[src/rtl/muldiv_sequencer_pkg.sv]
// Shared ALU-op codes seen by the multiply/divide sequencer, plus small
// decode helpers so the top-level accept logic reads cleanly.
package muldiv_sequencer_pkg;

  localparam logic [4:0] OPMTHI  = 5'd17;
  localparam logic [4:0] OPMTLO  = 5'd19;
  localparam logic [4:0] OPMULT  = 5'd24;
  localparam logic [4:0] OPMULTU = 5'd25;
  localparam logic [4:0] OPDIV   = 5'd26;
  localparam logic [4:0] OPDIVU  = 5'd27;

  function automatic logic is_mul_op(input logic [4:0] op);
    return (op == OPMULT) || (op == OPMULTU);
  endfunction

  function automatic logic is_div_op(input logic [4:0] op);
    return (op == OPDIV) || (op == OPDIVU);
  endfunction

  function automatic logic is_signed_op(input logic [4:0] op);
    return (op == OPMULT) || (op == OPDIV);
  endfunction

endpackage

[src/rtl/muldiv_core_step.sv]
// One iteration of the multiply/divide datapath. Multiply mode does a
// conditional add of the multiplicand into HI and shifts {carry,HI,LO} right.
// Divide mode shifts {HI,LO} left and keeps the trial subtraction if it
// does not borrow, feeding the quotient bit into LO[0].
module muldiv_core_step #(
  parameter int WIDTH = 32
) (
  input  logic             div_mode,
  input  logic [WIDTH-1:0] hi_i,
  input  logic [WIDTH-1:0] lo_i,
  input  logic [WIDTH-1:0] opnd_i,
  output logic [WIDTH-1:0] hi_o,
  output logic [WIDTH-1:0] lo_o
);

  logic [WIDTH:0] sum;
  logic [WIDTH:0] rem_sh;
  logic [WIDTH:0] diff;

  // Both candidate results are formed; the mode bit picks one.
  always_comb begin
    sum    = {1'b0, hi_i} + (lo_i[0] ? {1'b0, opnd_i} : {(WIDTH+1){1'b0}});
    rem_sh = {hi_i, lo_i[WIDTH-1]};
    diff   = rem_sh - {1'b0, opnd_i};
    if (div_mode) begin
      // diff[WIDTH] is the borrow: set means the divisor did not fit.
      if (!diff[WIDTH]) begin
        hi_o = diff[WIDTH-1:0];
        lo_o = {lo_i[WIDTH-2:0], 1'b1};
      end else begin
        hi_o = rem_sh[WIDTH-1:0];
        lo_o = {lo_i[WIDTH-2:0], 1'b0};
      end
    end else begin
      hi_o = sum[WIDTH:1];
      lo_o = {sum[0], lo_i[WIDTH-1:1]};
    end
  end

endmodule

[src/rtl/muldiv_sequencer.sv]
// Iterative MULT/MULTU/DIV/DIVU sequencer owning the HI/LO pair. Operands are
// reduced to magnitudes on accept, iterated unsigned for WIDTH cycles, then
// sign-corrected in a single FIX cycle and committed to HI/LO.
module muldiv_sequencer
  import muldiv_sequencer_pkg::*;
#(
  parameter int WIDTH = 32
) (
  input  logic             iCLK,
  input  logic             iRST,
  input  logic             iStart,
  input  logic [4:0]       iControlSignal,
  input  logic [WIDTH-1:0] iA,
  input  logic [WIDTH-1:0] iB,
  output logic             oBusy,
  output logic             oDone,
  output logic             oDivByZero,
  output logic [WIDTH-1:0] oHI,
  output logic [WIDTH-1:0] oLO
);

  localparam int CW = $clog2(WIDTH);

  typedef enum logic [1:0] {ST_IDLE, ST_CALC, ST_FIX, ST_DONE} state_e;

  state_e           state_q, state_d;
  logic [CW-1:0]    cnt_q, cnt_d;
  logic [WIDTH-1:0] acc_hi_q, acc_hi_d, acc_lo_q, acc_lo_d;
  logic [WIDTH-1:0] opnd_q, opnd_d;
  logic             div_q, div_d;
  logic             neg_res_q, neg_res_d, neg_rem_q, neg_rem_d;
  logic [WIDTH-1:0] hi_q, hi_d, lo_q, lo_d;
  logic             busy_q, busy_d, done_q, done_d, dbz_q, dbz_d;

  logic [WIDTH-1:0] step_hi, step_lo;
  logic             accept, sgn;
  logic [WIDTH-1:0] a_mag, b_mag;
  logic [2*WIDTH-1:0] prod_neg;

  muldiv_core_step #(.WIDTH(WIDTH)) u_step (
    .div_mode (div_q),
    .hi_i     (acc_hi_q),
    .lo_i     (acc_lo_q),
    .opnd_i   (opnd_q),
    .hi_o     (step_hi),
    .lo_o     (step_lo)
  );

  // Next-state, accept decode and sign correction.
  always_comb begin
    accept    = iStart && (state_q == ST_IDLE || state_q == ST_DONE);
    sgn       = is_signed_op(iControlSignal);
    a_mag     = (sgn && iA[WIDTH-1]) ? -iA : iA;
    b_mag     = (sgn && iB[WIDTH-1]) ? -iB : iB;
    prod_neg  = -{acc_hi_q, acc_lo_q};

    state_d   = state_q;
    cnt_d     = cnt_q;
    acc_hi_d  = acc_hi_q;
    acc_lo_d  = acc_lo_q;
    opnd_d    = opnd_q;
    div_d     = div_q;
    neg_res_d = neg_res_q;
    neg_rem_d = neg_rem_q;
    hi_d      = hi_q;
    lo_d      = lo_q;
    done_d    = 1'b0;
    dbz_d     = 1'b0;

    case (state_q)
      ST_CALC: begin
        acc_hi_d = step_hi;
        acc_lo_d = step_lo;
        cnt_d    = cnt_q - 1'b1;
        if (cnt_q == '0) state_d = ST_FIX;
      end
      ST_FIX: begin
        if (!div_q && neg_res_q) begin
          {hi_d, lo_d} = prod_neg;
        end else begin
          hi_d = (div_q && neg_rem_q) ? -acc_hi_q : acc_hi_q;
          lo_d = (div_q && neg_res_q) ? -acc_lo_q : acc_lo_q;
        end
        state_d = ST_DONE;
        done_d  = 1'b1;
      end
      ST_DONE: state_d = ST_IDLE;
      default: ;
    endcase

    if (accept) begin
      if (iControlSignal == OPMTHI) begin
        hi_d    = iA;
        state_d = ST_IDLE;
      end else if (iControlSignal == OPMTLO) begin
        lo_d    = iA;
        state_d = ST_IDLE;
      end else if (is_mul_op(iControlSignal)) begin
        state_d   = ST_CALC;
        cnt_d     = CW'(WIDTH - 1);
        acc_hi_d  = '0;
        acc_lo_d  = b_mag;
        opnd_d    = a_mag;
        div_d     = 1'b0;
        neg_res_d = sgn && (iA[WIDTH-1] ^ iB[WIDTH-1]);
        neg_rem_d = 1'b0;
      end else if (is_div_op(iControlSignal)) begin
        if (iB == '0) begin
          // Divide by zero short-circuits straight to a committed result.
          state_d = ST_DONE;
          hi_d    = iA;
          lo_d    = '1;
          done_d  = 1'b1;
          dbz_d   = 1'b1;
        end else begin
          state_d   = ST_CALC;
          cnt_d     = CW'(WIDTH - 1);
          acc_hi_d  = '0;
          acc_lo_d  = a_mag;
          opnd_d    = b_mag;
          div_d     = 1'b1;
          neg_res_d = sgn && (iA[WIDTH-1] ^ iB[WIDTH-1]);
          neg_rem_d = sgn && iA[WIDTH-1];
        end
      end
    end

    busy_d = (state_d == ST_CALC) || (state_d == ST_FIX);
  end

  // FSM and datapath registers; reset discards any in-flight operation.
  always_ff @(posedge iCLK or posedge iRST) begin
    if (iRST) begin
      state_q   <= ST_IDLE;
      cnt_q     <= '0;
      acc_hi_q  <= '0;
      acc_lo_q  <= '0;
      opnd_q    <= '0;
      div_q     <= 1'b0;
      neg_res_q <= 1'b0;
      neg_rem_q <= 1'b0;
      hi_q      <= '0;
      lo_q      <= '0;
      busy_q    <= 1'b0;
      done_q    <= 1'b0;
      dbz_q     <= 1'b0;
    end else begin
      state_q   <= state_d;
      cnt_q     <= cnt_d;
      acc_hi_q  <= acc_hi_d;
      acc_lo_q  <= acc_lo_d;
      opnd_q    <= opnd_d;
      div_q     <= div_d;
      neg_res_q <= neg_res_d;
      neg_rem_q <= neg_rem_d;
      hi_q      <= hi_d;
      lo_q      <= lo_d;
      busy_q    <= busy_d;
      done_q    <= done_d;
      dbz_q     <= dbz_d;
    end
  end

  assign oBusy      = busy_q;
  assign oDone      = done_q;
  assign oDivByZero = dbz_q;
  assign oHI        = hi_q;
  assign oLO        = lo_q;

endmodule

[config.mk]
export PLATFORM = sky130hd
export DESIGN_NAME = muldiv_sequencer
export DESIGN_NICKNAME = d
export VERILOG_FILES = /design/src/rtl/muldiv_sequencer_pkg.sv /design/src/rtl/muldiv_core_step.sv /design/src/rtl/muldiv_sequencer.sv
export SDC_FILE = /design/constraint.sdc
export NUM_CORES = 1
export LEC_CHECK = 0
export CAP_MARGIN = 10
export CORE_UTILIZATION = 55
export CTS_CLUSTER_DIAMETER = 200
export DETAILED_ROUTE_END_ITERATION = 7
export PLACE_DENSITY_LB_ADDON = 0.05
export SETUP_SLACK_MARGIN = 0.15
export SYNTH_ARGS = -nofsm -noshare
export SYNTH_HDL_FRONTEND = slang
export SYNTH_HIERARCHICAL = 1
export SYNTH_SLANG_ARGS = --single-unit
[constraint.sdc]
create_clock -name iCLK -period 8.9 [get_ports iCLK]
set_input_delay 1.78 -clock iCLK [delete_from_list [all_inputs] [get_ports iCLK]]
set_output_delay 1.78 -clock iCLK [all_outputs]
set_load 0.005 [all_outputs]
==> results.sh <==
export IMPL_fin_worst_skew_ns=0.0118
export IMPL_final_common_cell="nand2_1"
export IMPL_io_pin_count=139
export IMPL_worstPathMaxFanout=44
export IMPL_vias=16000
export IMPL_finalWeightedCongestion=1.00
export IMPL_remaining_drc_errors=0
export IMPL_relSlewSlack=0.197
export IMPL_first_global_vias=15000
export IMPL_syn_cell_area_sq_um=16000
export IMPL_cts_sinks=173
export IMPL_post_route_worst_setup_slack_ns=4.00
export IMPL_die_h_microns=173
export IMPL_period_share=0.550
export IMPL_cap_violations=0
export IMPL_final_cell_mix="227 x nand2_1, 172 x dfrtp_1, 165 x nor2_1, 158 x a21oi_1, 138 x clkdlybuf4s50_1"
export IMPL_r2r_slack_ns=4.62
export IMPL_gr_total_overflow=0
export IMPL_grt_total_usage=0.382
export IMPL_rsz0062_at_grt="false"
export IMPL_place_area_sq_um=17600
export IMPL_critPathLaunch="iB[6]"
export IMPL_min_from="opnd_q[3]"
export IMPL_dr_pass1_iters=6
export IMPL_drt_wirelength_per_cell_microns=23.4
export IMPL_synthCells=1991
export IMPL_grt_pass1_wl_microns=87900
export IMPL_hpwl_microns=43000
export IMPL_cts_hold_buf=0
export IMPL_reg2reg_from="acc_hi_q[1]"
export IMPL_synth_seq_cells=173
export IMPL_rows=62
export IMPL_startpoint_type="primary input"
export IMPL_setup_viol=0
export IMPL_crit_path_end_kind="flop"
export IMPL_start_util=0.558
export IMPL_cts_setup_buffers=0
export IMPL_viasPerCell=6.52
export IMPL_arrival_ns=5.22
export IMPL_core_area_sq_um=28700
export IMPL_path_class="primary input to flop"
export IMPL_ys_types=90
export IMPL_power_density_nw_per_um2=213
export IMPL_dieWidth_microns=173
export IMPL_synth_yosys_seq_area_share=0.270
export IMPL_ctsRootBufferMaster="clkbuf_16"
export IMPL_met3_usage=0.0528
export IMPL_dr_first_iter_drc_count=1702
export IMPL_hold_class="flop to flop"
export IMPL_cts_max_path_buffers=2
export IMPL_fin_crit_ns=4.90
export IMPL_post_cts_resize_count=0
export IMPL_drtAntennaViolNets=0
export IMPL_insertion_delay_ns=0.44
export IMPL_h_tree_depth=4
export IMPL_cp_required_ns=9.23
export IMPL_wl_microns=57600
export IMPL_fmax_mhz=204
export IMPL_diodes=0
export IMPL_tns_ns=0
export IMPL_numCtsBuffers=17
export IMPL_slew_viol_final=0
export IMPL_finalHoldViolations=0
export IMPL_area_delta_synth_final_pct=13.6
export IMPL_place_ws_ns=3.58
export IMPL_syn_area_per_cell_sq_um=8.04
export IMPL_cts_tree="built"
export IMPL_antenna_found_initial=1
export IMPL_ir_drop_mv=0.140
export IMPL_grt_use_met1=0.520
export IMPL_layout_drive_gt1_share=0.0781
export IMPL_portBuffers=138
export IMPL_synth_ff_type="dfrtp_1"
export IMPL_syn_nets=2136
export IMPL_dieArea_sq_um=29800
export IMPL_outcome="finished clean"
export IMPL_tightestPinTransition_ns=1.20
export IMPL_busiest_layer="met2"
export IMPL_synth_edf_count=0
export IMPL_final_nets=2205
export IMPL_final_area_sq_um=18200
export IMPL_path_clk_slew_ns=0.07
export IMPL_grt_use_met2=0.588
export IMPL_yosys_warnings=6
export IMPL_grt_max_degree=72
export IMPL_async_reset_ff_frac=1.00
export IMPL_p_leak_nw=7.41
cell usage after synthesis, types with 13 or more instances:
library cell	n	share of area
ha_1	71	0.055
xnor2_1	79	0.043
o41ai_1	20	0.011
nor3_1	43	0.013
mux2i_1	83	0.052
o22ai_1	18	0.0070
a31oi_1	22	0.0086
buf_2	19	0.0059
dfrtp_1	173	0.27
o21ai_0	137	0.043
o221ai_1	16	0.0088
o211ai_1	24	0.011
clkbuf_1	81	0.019
xor2_1	88	0.048
o31ai_1	27	0.013
a21o_1	41	0.019
a21oi_1	158	0.049
or4_1	16	0.0075
or2_2	13	0.0051
a211oi_1	23	0.011
inv_1	62	0.015
nand3_1	42	0.013
nand4_1	13	0.0051
nor2_1	165	0.039
or3_1	17	0.0066
nand2_1	227	0.053
mux2_2	43	0.030
and2_1	40	0.016
nor4_1	18	0.0070
report_power, final:
part,leakage [nW],total [mW],internal [mW],switching (mW)
combinational,5.02,1.90,0.811,1.08
clock,0.282,0.766,0.408,0.358
sequential,2.11,1.22,0.921,0.295
per-stage QoR:
step	utilization	hold WS, ns	std cells	total power, mW
2_1_floorplan	-	0.453	1991	2.49
3_3_place_gp	0.613	0.499	2425	3.04
3_5_place_dp	0.613	0.501	2425	3.06
4_1_cts	0.633	0.517	2457	3.84
5_1_grt	0.633	0.552	2457	4.10
6_report	0.633	0.519	2457	3.88
final cells by class:
type	count	area, sq um
Inverter	64	245
Clock inverter	13	129
Clock buffer	19	453
Fill cell	2572	10500
Tap cell	384	480
Multi-Input combinational cell	1639	11000
Sequential cell	173	4330
Timing Repair Buffer	165	1580
cell families (layout without fill, tap and decap cells):
group           count (synthesis)  in the layout  synth area share
buf+inv                       179            261            0.0478
flops                         173            173             0.270
mux                           127            127            0.0829
simple gates                  658            658             0.196
xor+xnor                      167            167            0.0914
compound gates                614            614             0.253
fa+ha+maj                      73             73            0.0580
worst max-delay path: stages:
cell and delay, ns:
clkdlybuf4s50_1 0.50, or4_4 0.61, nor4_4 0.42, nand4_1 0.39
o21a_2 0.53, buf_4 0.39, nand2_1 0.24, nor2_1 0.08
a221o_1 0.27
path summary, 6_finish.rpt:
path                                     end  cells after the start
max in group asynchronous       acc_lo_q[13]                      3
min in group asynchronous          opnd_q[7]                      2
worst max-delay path              opnd_q[18]                      9
worst max register to register   acc_lo_q[0]                     12
worst min-delay path               opnd_q[3]                      2
worst min register to register     opnd_q[3]                      2
routing by layer:
layer	vias up	part of all wire	wire length, microns
li1	7396	-	-
met1	7649	0.42	24000
met2	834	0.44	25200
met3	152	0.086	4960
met4	0	0.059	3410
met5	-	0	0
registers in the layout, indices dropped and copies added, names as in the netlist, 2 cells and up:
signal    count
acc_hi_q     32
acc_lo_q     32
cnt_q         5
oHI          32
oLO          32
opnd_q       32
state_q       2
(Power assumes the default switching activity.)
